<file path="src/rtl/alu_arb_pkg.sv">
// -----------------------------------------------------------------------------
// alu_arb_pkg
// Shared definitions for the alu_share_arb slice: ALU opcode encodings, the
// arbiter FSM state encoding and the opcode legality helper.
// Optional feature macro used by importers: ALU_OPCHK_EN.
// -----------------------------------------------------------------------------
package alu_arb_pkg;

    localparam logic [2:0] OP_AND = 3'b000;
    localparam logic [2:0] OP_OR  = 3'b001;
    localparam logic [2:0] OP_ADD = 3'b010;
    localparam logic [2:0] OP_SUB = 3'b110;
    localparam logic [2:0] OP_SLT = 3'b111;

    typedef enum logic [1:0] {
        IDLE = 2'd0,
        EXEC = 2'd1,
        RESP = 2'd2
    } state_t;

    // True for the opcodes the shared ALU actually implements.
    function automatic logic op_legal(input logic [2:0] op);
        logic legal;
        case (op)
            OP_AND, OP_OR, OP_ADD, OP_SUB, OP_SLT: legal = 1'b1;
            default:                               legal = 1'b0;
        endcase
        return legal;
    endfunction

endpackage

</file>
<file path="src/rtl/alu_share_arb_rr_arbiter.sv">
// -----------------------------------------------------------------------------
// rr_arbiter
// Purely combinational round-robin picker. The search starts at index ptr and
// wraps modulo NREQ; the first asserted request wins. The pointer register is
// owned by the parent.
// Ports:
//   req     in  NREQ  request vector
//   ptr     in  IDW   first index to consider
//   gnt     out NREQ  one-hot grant (zero when no request)
//   gnt_idx out IDW   index of the granted requester (0 when none)
//   any     out 1     at least one request present
// -----------------------------------------------------------------------------
module rr_arbiter
    import alu_arb_pkg::*;
#(
    parameter int NREQ = 4,
    parameter int IDW  = 2
) (
    input  logic [NREQ-1:0] req,
    input  logic [IDW-1:0]  ptr,
    output logic [NREQ-1:0] gnt,
    output logic [IDW-1:0]  gnt_idx,
    output logic            any
);

    // Rotating priority search starting at ptr.
    always_comb begin
        int             idx_v;
        logic [IDW-1:0] idx_b;
        gnt     = '0;
        gnt_idx = '0;
        any     = 1'b0;
        idx_v   = 0;
        idx_b   = '0;
        for (int k = 0; k < NREQ; k++) begin
            idx_v = int'(ptr) + k;
            if (idx_v >= NREQ) begin
                idx_v = idx_v - NREQ;
            end else begin
                idx_v = idx_v;
            end
            idx_b = IDW'(idx_v);
            if (!any && req[idx_b]) begin
                any        = 1'b1;
                gnt[idx_b] = 1'b1;
                gnt_idx    = idx_b;
            end else begin
                any = any;
            end
        end
    end

endmodule

</file>
<file path="src/rtl/alu_share_arb.sv">
// -----------------------------------------------------------------------------
// alu_share_arb
// Time-shares one combinational ALU among NREQ requesters. A round-robin grant
// in IDLE accepts one request, its operands sit on alu_* for the single EXEC
// cycle, and the captured result is returned in RESP tagged with the
// requester index. One operation completes at most every three cycles.
// Optional feature macro: ALU_OPCHK_EN -- when defined, illegal opcodes are not
// sent to the ALU and come back as rsp_err=1 with a zero result; otherwise all
// opcodes are forwarded and rsp_err is tied low.
// Ports:
//   clk, rst                 clock (rising edge), async active-high reset
//   req_valid/req_ready      per-requester handshake (ready one-hot or zero)
//   req_a/req_b/req_op       packed per-requester operands, slot i at [i*W +: W]
//   alu_a/alu_b/alu_op       registered operands to the shared ALU
//   alu_z/alu_ex             ALU result and zero/exception flag
//   rsp_valid/rsp_ready      response handshake
//   rsp_id/rsp_z/rsp_ex/rsp_err  response payload
// -----------------------------------------------------------------------------
module alu_share_arb
    import alu_arb_pkg::*;
#(
    parameter int NREQ = 4,
    parameter int W    = 32,
    parameter int IDW  = 2
) (
    input  logic            clk,
    input  logic            rst,
    input  logic [NREQ-1:0] req_valid,
    output logic [NREQ-1:0] req_ready,
    input  logic [NREQ*W-1:0] req_a,
    input  logic [NREQ*W-1:0] req_b,
    input  logic [NREQ*3-1:0] req_op,
    output logic [W-1:0]    alu_a,
    output logic [W-1:0]    alu_b,
    output logic [2:0]      alu_op,
    input  logic [W-1:0]    alu_z,
    input  logic            alu_ex,
    output logic            rsp_valid,
    input  logic            rsp_ready,
    output logic [IDW-1:0]  rsp_id,
    output logic [W-1:0]    rsp_z,
    output logic            rsp_ex,
    output logic            rsp_err
);

    state_t          state_r;
    state_t          state_nxt_s;
    logic [IDW-1:0]  rr_ptr_r;
    logic [IDW-1:0]  id_r;
    logic [NREQ-1:0] gnt_s;
    logic [IDW-1:0]  gnt_idx_s;
    logic            any_s;
    logic            hs_s;
    logic [W-1:0]    sel_a_s;
    logic [W-1:0]    sel_b_s;
    logic [2:0]      sel_op_s;

    rr_arbiter #(
        .NREQ (NREQ),
        .IDW  (IDW)
    ) u_rr_arbiter (
        .req     (req_valid),
        .ptr     (rr_ptr_r),
        .gnt     (gnt_s),
        .gnt_idx (gnt_idx_s),
        .any     (any_s)
    );

    assign sel_a_s  = req_a[gnt_idx_s*W +: W];
    assign sel_b_s  = req_b[gnt_idx_s*W +: W];
    assign sel_op_s = req_op[gnt_idx_s*3 +: 3];

    // FSM state register.
    always_ff @(posedge clk or posedge rst) begin
        if (rst) begin
            state_r <= IDLE;
        end else begin
            state_r <= state_nxt_s;
        end
    end

    // FSM next-state logic; RESP always returns to IDLE before a new grant.
    always_comb begin
        state_nxt_s = state_r;
        case (state_r)
            IDLE: begin
                if (any_s) begin
                    state_nxt_s = EXEC;
                end else begin
                    state_nxt_s = IDLE;
                end
            end
            EXEC: state_nxt_s = RESP;
            RESP: begin
                if (rsp_ready) begin
                    state_nxt_s = IDLE;
                end else begin
                    state_nxt_s = RESP;
                end
            end
            default: state_nxt_s = IDLE;
        endcase
    end

    // FSM outputs: grant visible only in IDLE and never while reset is held,
    // so any request the winner presents in IDLE is an accepted handshake.
    always_comb begin
        req_ready = '0;
        hs_s      = 1'b0;
        if ((state_r == IDLE) && !rst) begin
            req_ready = gnt_s;
            hs_s      = any_s;
        end else begin
            req_ready = '0;
            hs_s      = 1'b0;
        end
    end

    // Round-robin pointer: moves only on an accepted grant.
    always_ff @(posedge clk or posedge rst) begin
        if (rst) begin
            rr_ptr_r <= '0;
        end else if (hs_s) begin
            if (gnt_idx_s == IDW'(NREQ - 1)) begin
                rr_ptr_r <= '0;
            end else begin
                rr_ptr_r <= gnt_idx_s + IDW'(1);
            end
        end else begin
            rr_ptr_r <= rr_ptr_r;
        end
    end

`ifdef ALU_OPCHK_EN
    logic err_r;
    logic rsp_err_r;

    // Operand capture at grant; illegal opcodes leave the ALU inputs untouched.
    always_ff @(posedge clk or posedge rst) begin
        if (rst) begin
            id_r   <= '0;
            err_r  <= 1'b0;
            alu_a  <= '0;
            alu_b  <= '0;
            alu_op <= 3'b000;
        end else if (hs_s) begin
            id_r  <= gnt_idx_s;
            err_r <= !op_legal(sel_op_s);
            if (op_legal(sel_op_s)) begin
                alu_a  <= sel_a_s;
                alu_b  <= sel_b_s;
                alu_op <= sel_op_s;
            end else begin
                alu_a  <= alu_a;
                alu_b  <= alu_b;
                alu_op <= alu_op;
            end
        end else begin
            id_r   <= id_r;
            err_r  <= err_r;
            alu_a  <= alu_a;
            alu_b  <= alu_b;
            alu_op <= alu_op;
        end
    end

    // Response capture at the end of EXEC; errored ops return a zero result.
    always_ff @(posedge clk or posedge rst) begin
        if (rst) begin
            rsp_valid <= 1'b0;
            rsp_id    <= '0;
            rsp_z     <= '0;
            rsp_ex    <= 1'b0;
            rsp_err_r <= 1'b0;
        end else if (state_r == EXEC) begin
            rsp_valid <= 1'b1;
            rsp_id    <= id_r;
            rsp_z     <= err_r ? '0 : alu_z;
            rsp_ex    <= err_r ? 1'b0 : alu_ex;
            rsp_err_r <= err_r;
        end else if ((state_r == RESP) && rsp_ready) begin
            rsp_valid <= 1'b0;
        end else begin
            rsp_valid <= rsp_valid;
        end
    end

    assign rsp_err = rsp_err_r;
`else
    // Operand capture at grant; every opcode is forwarded to the ALU.
    always_ff @(posedge clk or posedge rst) begin
        if (rst) begin
            id_r   <= '0;
            alu_a  <= '0;
            alu_b  <= '0;
            alu_op <= 3'b000;
        end else if (hs_s) begin
            id_r   <= gnt_idx_s;
            alu_a  <= sel_a_s;
            alu_b  <= sel_b_s;
            alu_op <= sel_op_s;
        end else begin
            id_r   <= id_r;
            alu_a  <= alu_a;
            alu_b  <= alu_b;
            alu_op <= alu_op;
        end
    end

    // Response capture at the end of EXEC, held until the consumer accepts.
    always_ff @(posedge clk or posedge rst) begin
        if (rst) begin
            rsp_valid <= 1'b0;
            rsp_id    <= '0;
            rsp_z     <= '0;
            rsp_ex    <= 1'b0;
        end else if (state_r == EXEC) begin
            rsp_valid <= 1'b1;
            rsp_id    <= id_r;
            rsp_z     <= alu_z;
            rsp_ex    <= alu_ex;
        end else if ((state_r == RESP) && rsp_ready) begin
            rsp_valid <= 1'b0;
        end else begin
            rsp_valid <= rsp_valid;
        end
    end

    assign rsp_err = 1'b0;
`endif

endmodule

</file>
<file path="config.mk">
export PLATFORM = sky130hd
export DESIGN_NAME = alu_share_arb
export DESIGN_NICKNAME = d
export VERILOG_FILES = /design/src/rtl/alu_arb_pkg.sv /design/src/rtl/alu_share_arb_rr_arbiter.sv /design/src/rtl/alu_share_arb.sv
export SDC_FILE = /design/constraint.sdc
export NUM_CORES = 1
export LEC_CHECK = 0
export CORE_ASPECT_RATIO = 1.1
export CORE_MARGIN = 1
export CORE_UTILIZATION = 25
export DETAILED_ROUTE_END_ITERATION = 12
export PLACE_DENSITY = 0.51
export SKIP_LAST_GASP = 1
export SLEW_MARGIN = 5
export SYNTH_ARGS = -nofsm -noshare
export SYNTH_HDL_FRONTEND = slang
export SYNTH_SLANG_ARGS = --single-unit
</file>
<file path="constraint.sdc">
create_clock -name clk -period 5.8 [get_ports clk]
set_input_delay 1.16 -clock clk [delete_from_list [all_inputs] [get_ports clk]]
set_output_delay 1.16 -clock clk [all_outputs]
set_load 0.005 [all_outputs]
</file>
# After elaboration in Yosys (flattened, before gate mapping)
# Cells that the tools add are included.
# totals
wordCells,95
out_inout_bits,108
register_bits,109
in_bits,308
# classes
eq_ne,3
n_reduce_logical,15
add_sub_neg,8
mul,1
n_shift,3
n_bitwise,3
n_lt_le_gt_ge,12
n_mux,40
# op_table
operator,n
$shiftx 128x8->32,2
$mux 2,10
$mux 4,5
$mux 1,16
$lt 2x3->1 const B,4
$or 4x4->4,3
$shiftx 12x5->3,1
$ge 3x3->1 const B,3
$logic_and 1x1->1,9
$bmux 1 s2,4
$demux 1 s2,4
$ge 2x1->1 const B,4
$sub 2x1->2 const B,4
$add 2x2->3 const B,2
$pmux 2 s3,1
$eq 2x2->1 const B,2
$logic_not 1->1,4
$mul 2x2->4 const B,1
$add 2x1->3 const B,1
$ge 2x3->1 const B,1
$add 2x1->2 const B,1
$eq 2x1->1 const B,1
$logic_not 2->1,1
$reduce_bool 2->1,1

# Depth between registers and ports, before layout
# logic_depth
word_depth,16
mapped_depth,12
depth_no_buf,7

# By module
# Synthesis repeated with hierarchy kept, for this count alone.
# unflattened
hier_cells,372
area_unflattened_um2,6229.7
# by_module_without_submodules
mod,cells_per_inst,instances,seq_area_each_um2,area_per_inst_um2
alu_share_arb,327,1,2727.6,5810.6
rr_arbiter,45,1,0.0,419.2

# Least setup slack after synthesis
# No wires, ideal clock.
# synth_path
path_kind,input port to output port
startpoint,input req_valid[0]
endpoint,output req_ready[0]
required_time_ps,4640
path_stages,9
arrival_ps,2827
path_slack_ps,1813
path_cell_list,buf_2 mux4_2 nor2b_1 buf_2 buf_4 buf_2 a221o_1 o21ai_0 a21oi_1
# synth_between
elab_chain_len,13
# synth_rtl
element,line_no,source
from (decl),alu_share_arb.sv:28,"input logic [NREQ-1:0] req_valid,"
$bmux 1 s2,alu_share_arb_rr_arbiter.sv:43,if (!any && req[idx_b]) begin
$mux 1 (implied by the code),alu_share_arb_rr_arbiter.sv:43,
$mux 1,alu_share_arb_rr_arbiter.sv:43,
$logic_not 1->1,alu_share_arb_rr_arbiter.sv:43,
$logic_and 1x1->1,alu_share_arb_rr_arbiter.sv:43,
$mux 1,alu_share_arb_rr_arbiter.sv:43,
$logic_not 1->1,alu_share_arb_rr_arbiter.sv:43,
$logic_and 1x1->1,alu_share_arb_rr_arbiter.sv:43,
$mux 1,alu_share_arb_rr_arbiter.sv:43,
$logic_not 1->1,alu_share_arb_rr_arbiter.sv:43,
$logic_and 1x1->1,alu_share_arb_rr_arbiter.sv:43,
$mux 4 (*),alu_share_arb_rr_arbiter.sv:43,
$mux 4 (*),alu_share_arb.sv:110,if ((state_r == IDLE) && !rst) begin
to (decl),alu_share_arb.sv:29,"output logic [NREQ-1:0] req_ready,"
# Mark *: on every way between the ends. The rest lies on a longest branch, timed or not. The select of a mux whose other input is x is not followed.

# Worst setup path in the final report
# layout_path
startpoint,input req_valid[1]
endpoint,output req_ready[3]
# Same word-level chain as after synthesis.

==> Implementation_results.wiki <==
{| class="wikitable"
! Metric !! Value
|-
| Max clock buf depth || 2
|-
| Sink Count || roughly 110
|-
| Average wire per cell in the routed design || 22.0 um
|-
| Tot GR Track Use || 19.9%
|-
| Chip width || 200 um
|-
| Reg-to-Reg End || alu_b[30]$_DFFE_PP0P_
|-
| Post-CTS Hold Buffers || 0
|-
| Cell area after technology mapping || roughly 11000 um^2
|-
| Required time reported for the critical path endpoint || approximately 4600 ps
|-
| Slowest cell on the critical path || sky130_fd_sc_hd__mux4_2
|-
| FF-to-FF setup slack || around 1600 ps
|-
| Number of antenna-violating nets in the routed design || 0
|-
| Final hold slack || 492 ps
|-
| Type of the worst min-delay path || register to register
|-
| Port bufs || 414
|-
| Setup_tns || 0 ps
|-
| Normalized max-slew margin || ~20%
|-
| Number of pins with negative max-slew slack in the final report || 0
|-
| Largest fanout on the critical path || 13
|-
| Average cell area after synthesis || slightly above 9 um^2
|-
| Post-CTS setup repair buffer count || 0
|-
| Hold path endpoint || id_r[0]$_DFFE_PP0P_
|-
| Power density of the placed cells || 494 nW/um^2
|-
| Largest incremental delay on the critical path || 650 ps
|-
| Kind of end point of the critical path || output pin
|-
| Setup clock skew after layout || 9.92 ps
|-
| I/O pin total || 416
|-
| Total detailed-routing wirelength || about 45 mm
|-
| Routed vias/inst || around 5.3
|-
| Crit path arrival time || between 3000 and 4000 ps
|-
| Post-layout min period || around 4800 ps
|-
| Grt ovf || 0
|-
| Detailed-route DRC error count || 0
|-
| Gate count of the mapped netlist || around 1200
|-
| Startpoint of the tightest hold check path || id_r[0]$_DFFE_PP0P_
|-
| Standby leakage power || roughly 0.0053 uW
|-
| Fraction of final layout cells with drive strength greater than 1 || 13.6%
|-
| Vias in the first global route || 10785
|-
| Async SR Flop Fraction || 100%
|-
| Final HPWL DP || 29.3 mm
|-
| Clock Tree Root || sky130_fd_sc_hd__clkbuf_16
|-
| Total setup violations reported at the end of the flow || 0
|-
| Nets@finish || 1799
|-
| Final Hold Fails || 0
|-
| Cell repeated most along the worst path || sky130_fd_sc_hd__clkdlybuf4s50_1
|-
| Area delta synth->final || 43.5%
|-
| Clock slew at reported path FFs || 90 ps
|-
| Actual slew at the worst max-slew pin || 1200 ps
|-
| Number of synthesized register bits || roughly 110
|-
| Nature of the critical path startpoint || input port
|-
| RSZ-0062 raised after global routing || false
|-
| Global-route wire length before repair || 67.7 mm
|-
| Most common cell after layout, fill and taps aside || sky130_fd_sc_hd__clkdlybuf4s50_1
|-
| Cells along the critical path || clkdlybuf4s50_1, mux4_2, nor2b_4, a221o_1, o21ai_0, a21oi_1, clkdlybuf4s50_1
|-
| Count of cells along the worst hold path || 2
|-
| Number of cells on the worst reg-to-reg path || 9
|-
| Origin of the critical flop-to-flop path || rr_ptr_r[1]$_DFFE_PP0P_
|-
| Number of warnings printed during yosys synthesis || 0
|-
| Clock buffer count from CTS || 9
|-
| Distinct cells, synth || 53
|-
| Iteration-0 DRC count of the detailed router || between 600 and 700
|-
| Finished Core Util || 36.5%
|-
| Depth of the CTS H-tree || 3
|-
| Highest Clock Rate || 210 MHz
|-
| Maximum number of pins on one net before global-route repair || 255
|-
| Antenna violations before repair || 3
|-
| Number of enable-type register cells in the synthesized netlist || 0
|-
| Die boundary height || 220 um
|-
| Number of gates given a new drive strength after cts || 0
|-
| TritonCTS clock tree || built
|-
| Overall via count from detail_route || 10982
|-
| Most frequent cells in the layout || sky130_fd_sc_hd__clkdlybuf4s50_1, sky130_fd_sc_hd__nand2_1, sky130_fd_sc_hd__mux2i_1
|-
| Count of TritonRoute iterations in the first routing pass || 7
|-
| Final cycle utilization of the critical path || just over 80%
|-
| Starting utilization of the core area || about a quarter
|-
| Core area || 42400 um^2
|-
| Synthesized netlist net count || roughly 1500
|-
| Sequential area share after synthesis || about a quarter
|-
| Insertion delay of the later-clocked pin in the worst-skew pair || 400 ps
|-
| Placement Rows || about 80
|-
| Worst-case vdd ir drop || between 400 and 500 uV
|-
| Max capacitance violation total || 0
|-
| Number of diodes added for antenna fixing || 0
|-
| Classification of the worst setup path || input port to output pin
|-
| Largest delay contributor family on the critical path || buffers and inverters
|-
| Result of the run || complete, no violations
|-
| Final GP Congestion || 0.832
|-
| Sum of buffers and inverters on the critical path || 2
|-
| Die Outline Area || roughly 44000 um^2
|-
| Main synth FF type || sky130_fd_sc_hd__dfrtp_1
|}
routing by layer:
metal  global-route usage [%]  vias to the layer above  part of all wire, %
met5                        0                        -                0.075
met4                     5.74                        4                  1.5
met3                     3.89                       35                  5.8
met2                     33.7                      361                   49
met1                     25.6                     5480                   44
li1                         -                     5102                    -
state kept, by name (all words and copies together), names as in the netlist, 2 cells and up:
name and count:
alu_a 32, alu_b 32, alu_op 3, id_r 2
rr_ptr_r 2, rsp_id 2, rsp_z 32, state_r 2
worst max path at each step:
| stage | startpoint | endpoint | cells past startpoint |
|---|---|---|---|
| floorplan | rst | alu_a[0]$_DFFE_PP0P_ | 1 |
| global placement | req_valid[1] | req_ready[0] | 7 |
| detailed placement | req_valid[1] | alu_b[26]$_DFFE_PP0P_ | 8 |
| CTS | req_valid[1] | req_ready[3] | 7 |
| global route | req_valid[1] | req_ready[2] | 7 |
| finish | req_valid[1] | req_ready[3] | 7 |
where the power goes:
part	switching, uW	internal, uW
registers	245	1150
clock network	401	312
logic	3020	2520
cell families (layout without fill, tap and decap cells):
logic type	count (synthesis)	in the layout	synth area share, %
AOI/OAI and AO/OA	302	302	27.1
xor gates and xnor gates	1	1	0.0811
adders and majority gates	7	7	0.811
buffers and inverters	142	454	6.74
DFF	109	109	25.3
muxes	177	177	17.2
other	1	1	0.0347
and+or+nand+nor	438	438	22.8
worst register-to-register path, cell delays in order, from the launching register on:
cell                        delay [ps]
sky130_fd_sc_hd__dfrtp_1           600
sky130_fd_sc_hd__inv_1             200
sky130_fd_sc_hd__ha_1              570
sky130_fd_sc_hd__mux4_2            470
sky130_fd_sc_hd__nor2b_4           220
sky130_fd_sc_hd__buf_4             630
sky130_fd_sc_hd__buf_4             670
sky130_fd_sc_hd__mux2i_1           140
sky130_fd_sc_hd__a2111oi_0         460
sky130_fd_sc_hd__a211oi_1           90
synth_stat cells, types with 32 or more instances:
cell                        count  area, um^2
sky130_fd_sc_hd__nand2_1      136         510
sky130_fd_sc_hd__a211oi_1      35         263
sky130_fd_sc_hd__a211oi_2      35         438
sky130_fd_sc_hd__mux2i_1      135        1350
sky130_fd_sc_hd__clkbuf_1      87         327
sky130_fd_sc_hd__nand3b_1     132         991
sky130_fd_sc_hd__a21oi_1       72         360
sky130_fd_sc_hd__nor3b_1       69         518
sky130_fd_sc_hd__a221oi_2      42         631
sky130_fd_sc_hd__a2111oi_0     32         280
sky130_fd_sc_hd__a2111oi_2     34         510
sky130_fd_sc_hd__nor2_1        73         274
sky130_fd_sc_hd__dfrtp_1      109        2730
sky130_fd_sc_hd__mux2_2        39         439
metrics by stage:
step	total power, uW	setup slack, ps	cell area, um^2	instances
5_1_grt	8200	858	15500	2056
6_report	7650	1030	15500	2056
4_1_cts	7730	1080	15500	2056
3_5_place_dp	6980	1080	15200	2040
3_3_place_gp	6920	1110	15200	2040
2_1_floorplan	5130	1770	10800	1177
cell type report:
type | instances | area [um^2]
inverter | 5 | 21.3
fill | 4287 | 26900
clock buffer | 9 | 225
tap | 567 | 709
multi-input combinational | 926 | 7390
clock inverter | 7 | 82.6
timing repair buffer | 433 | 4340
sequential | 109 | 2730
(Power assumes the default switching activity.)
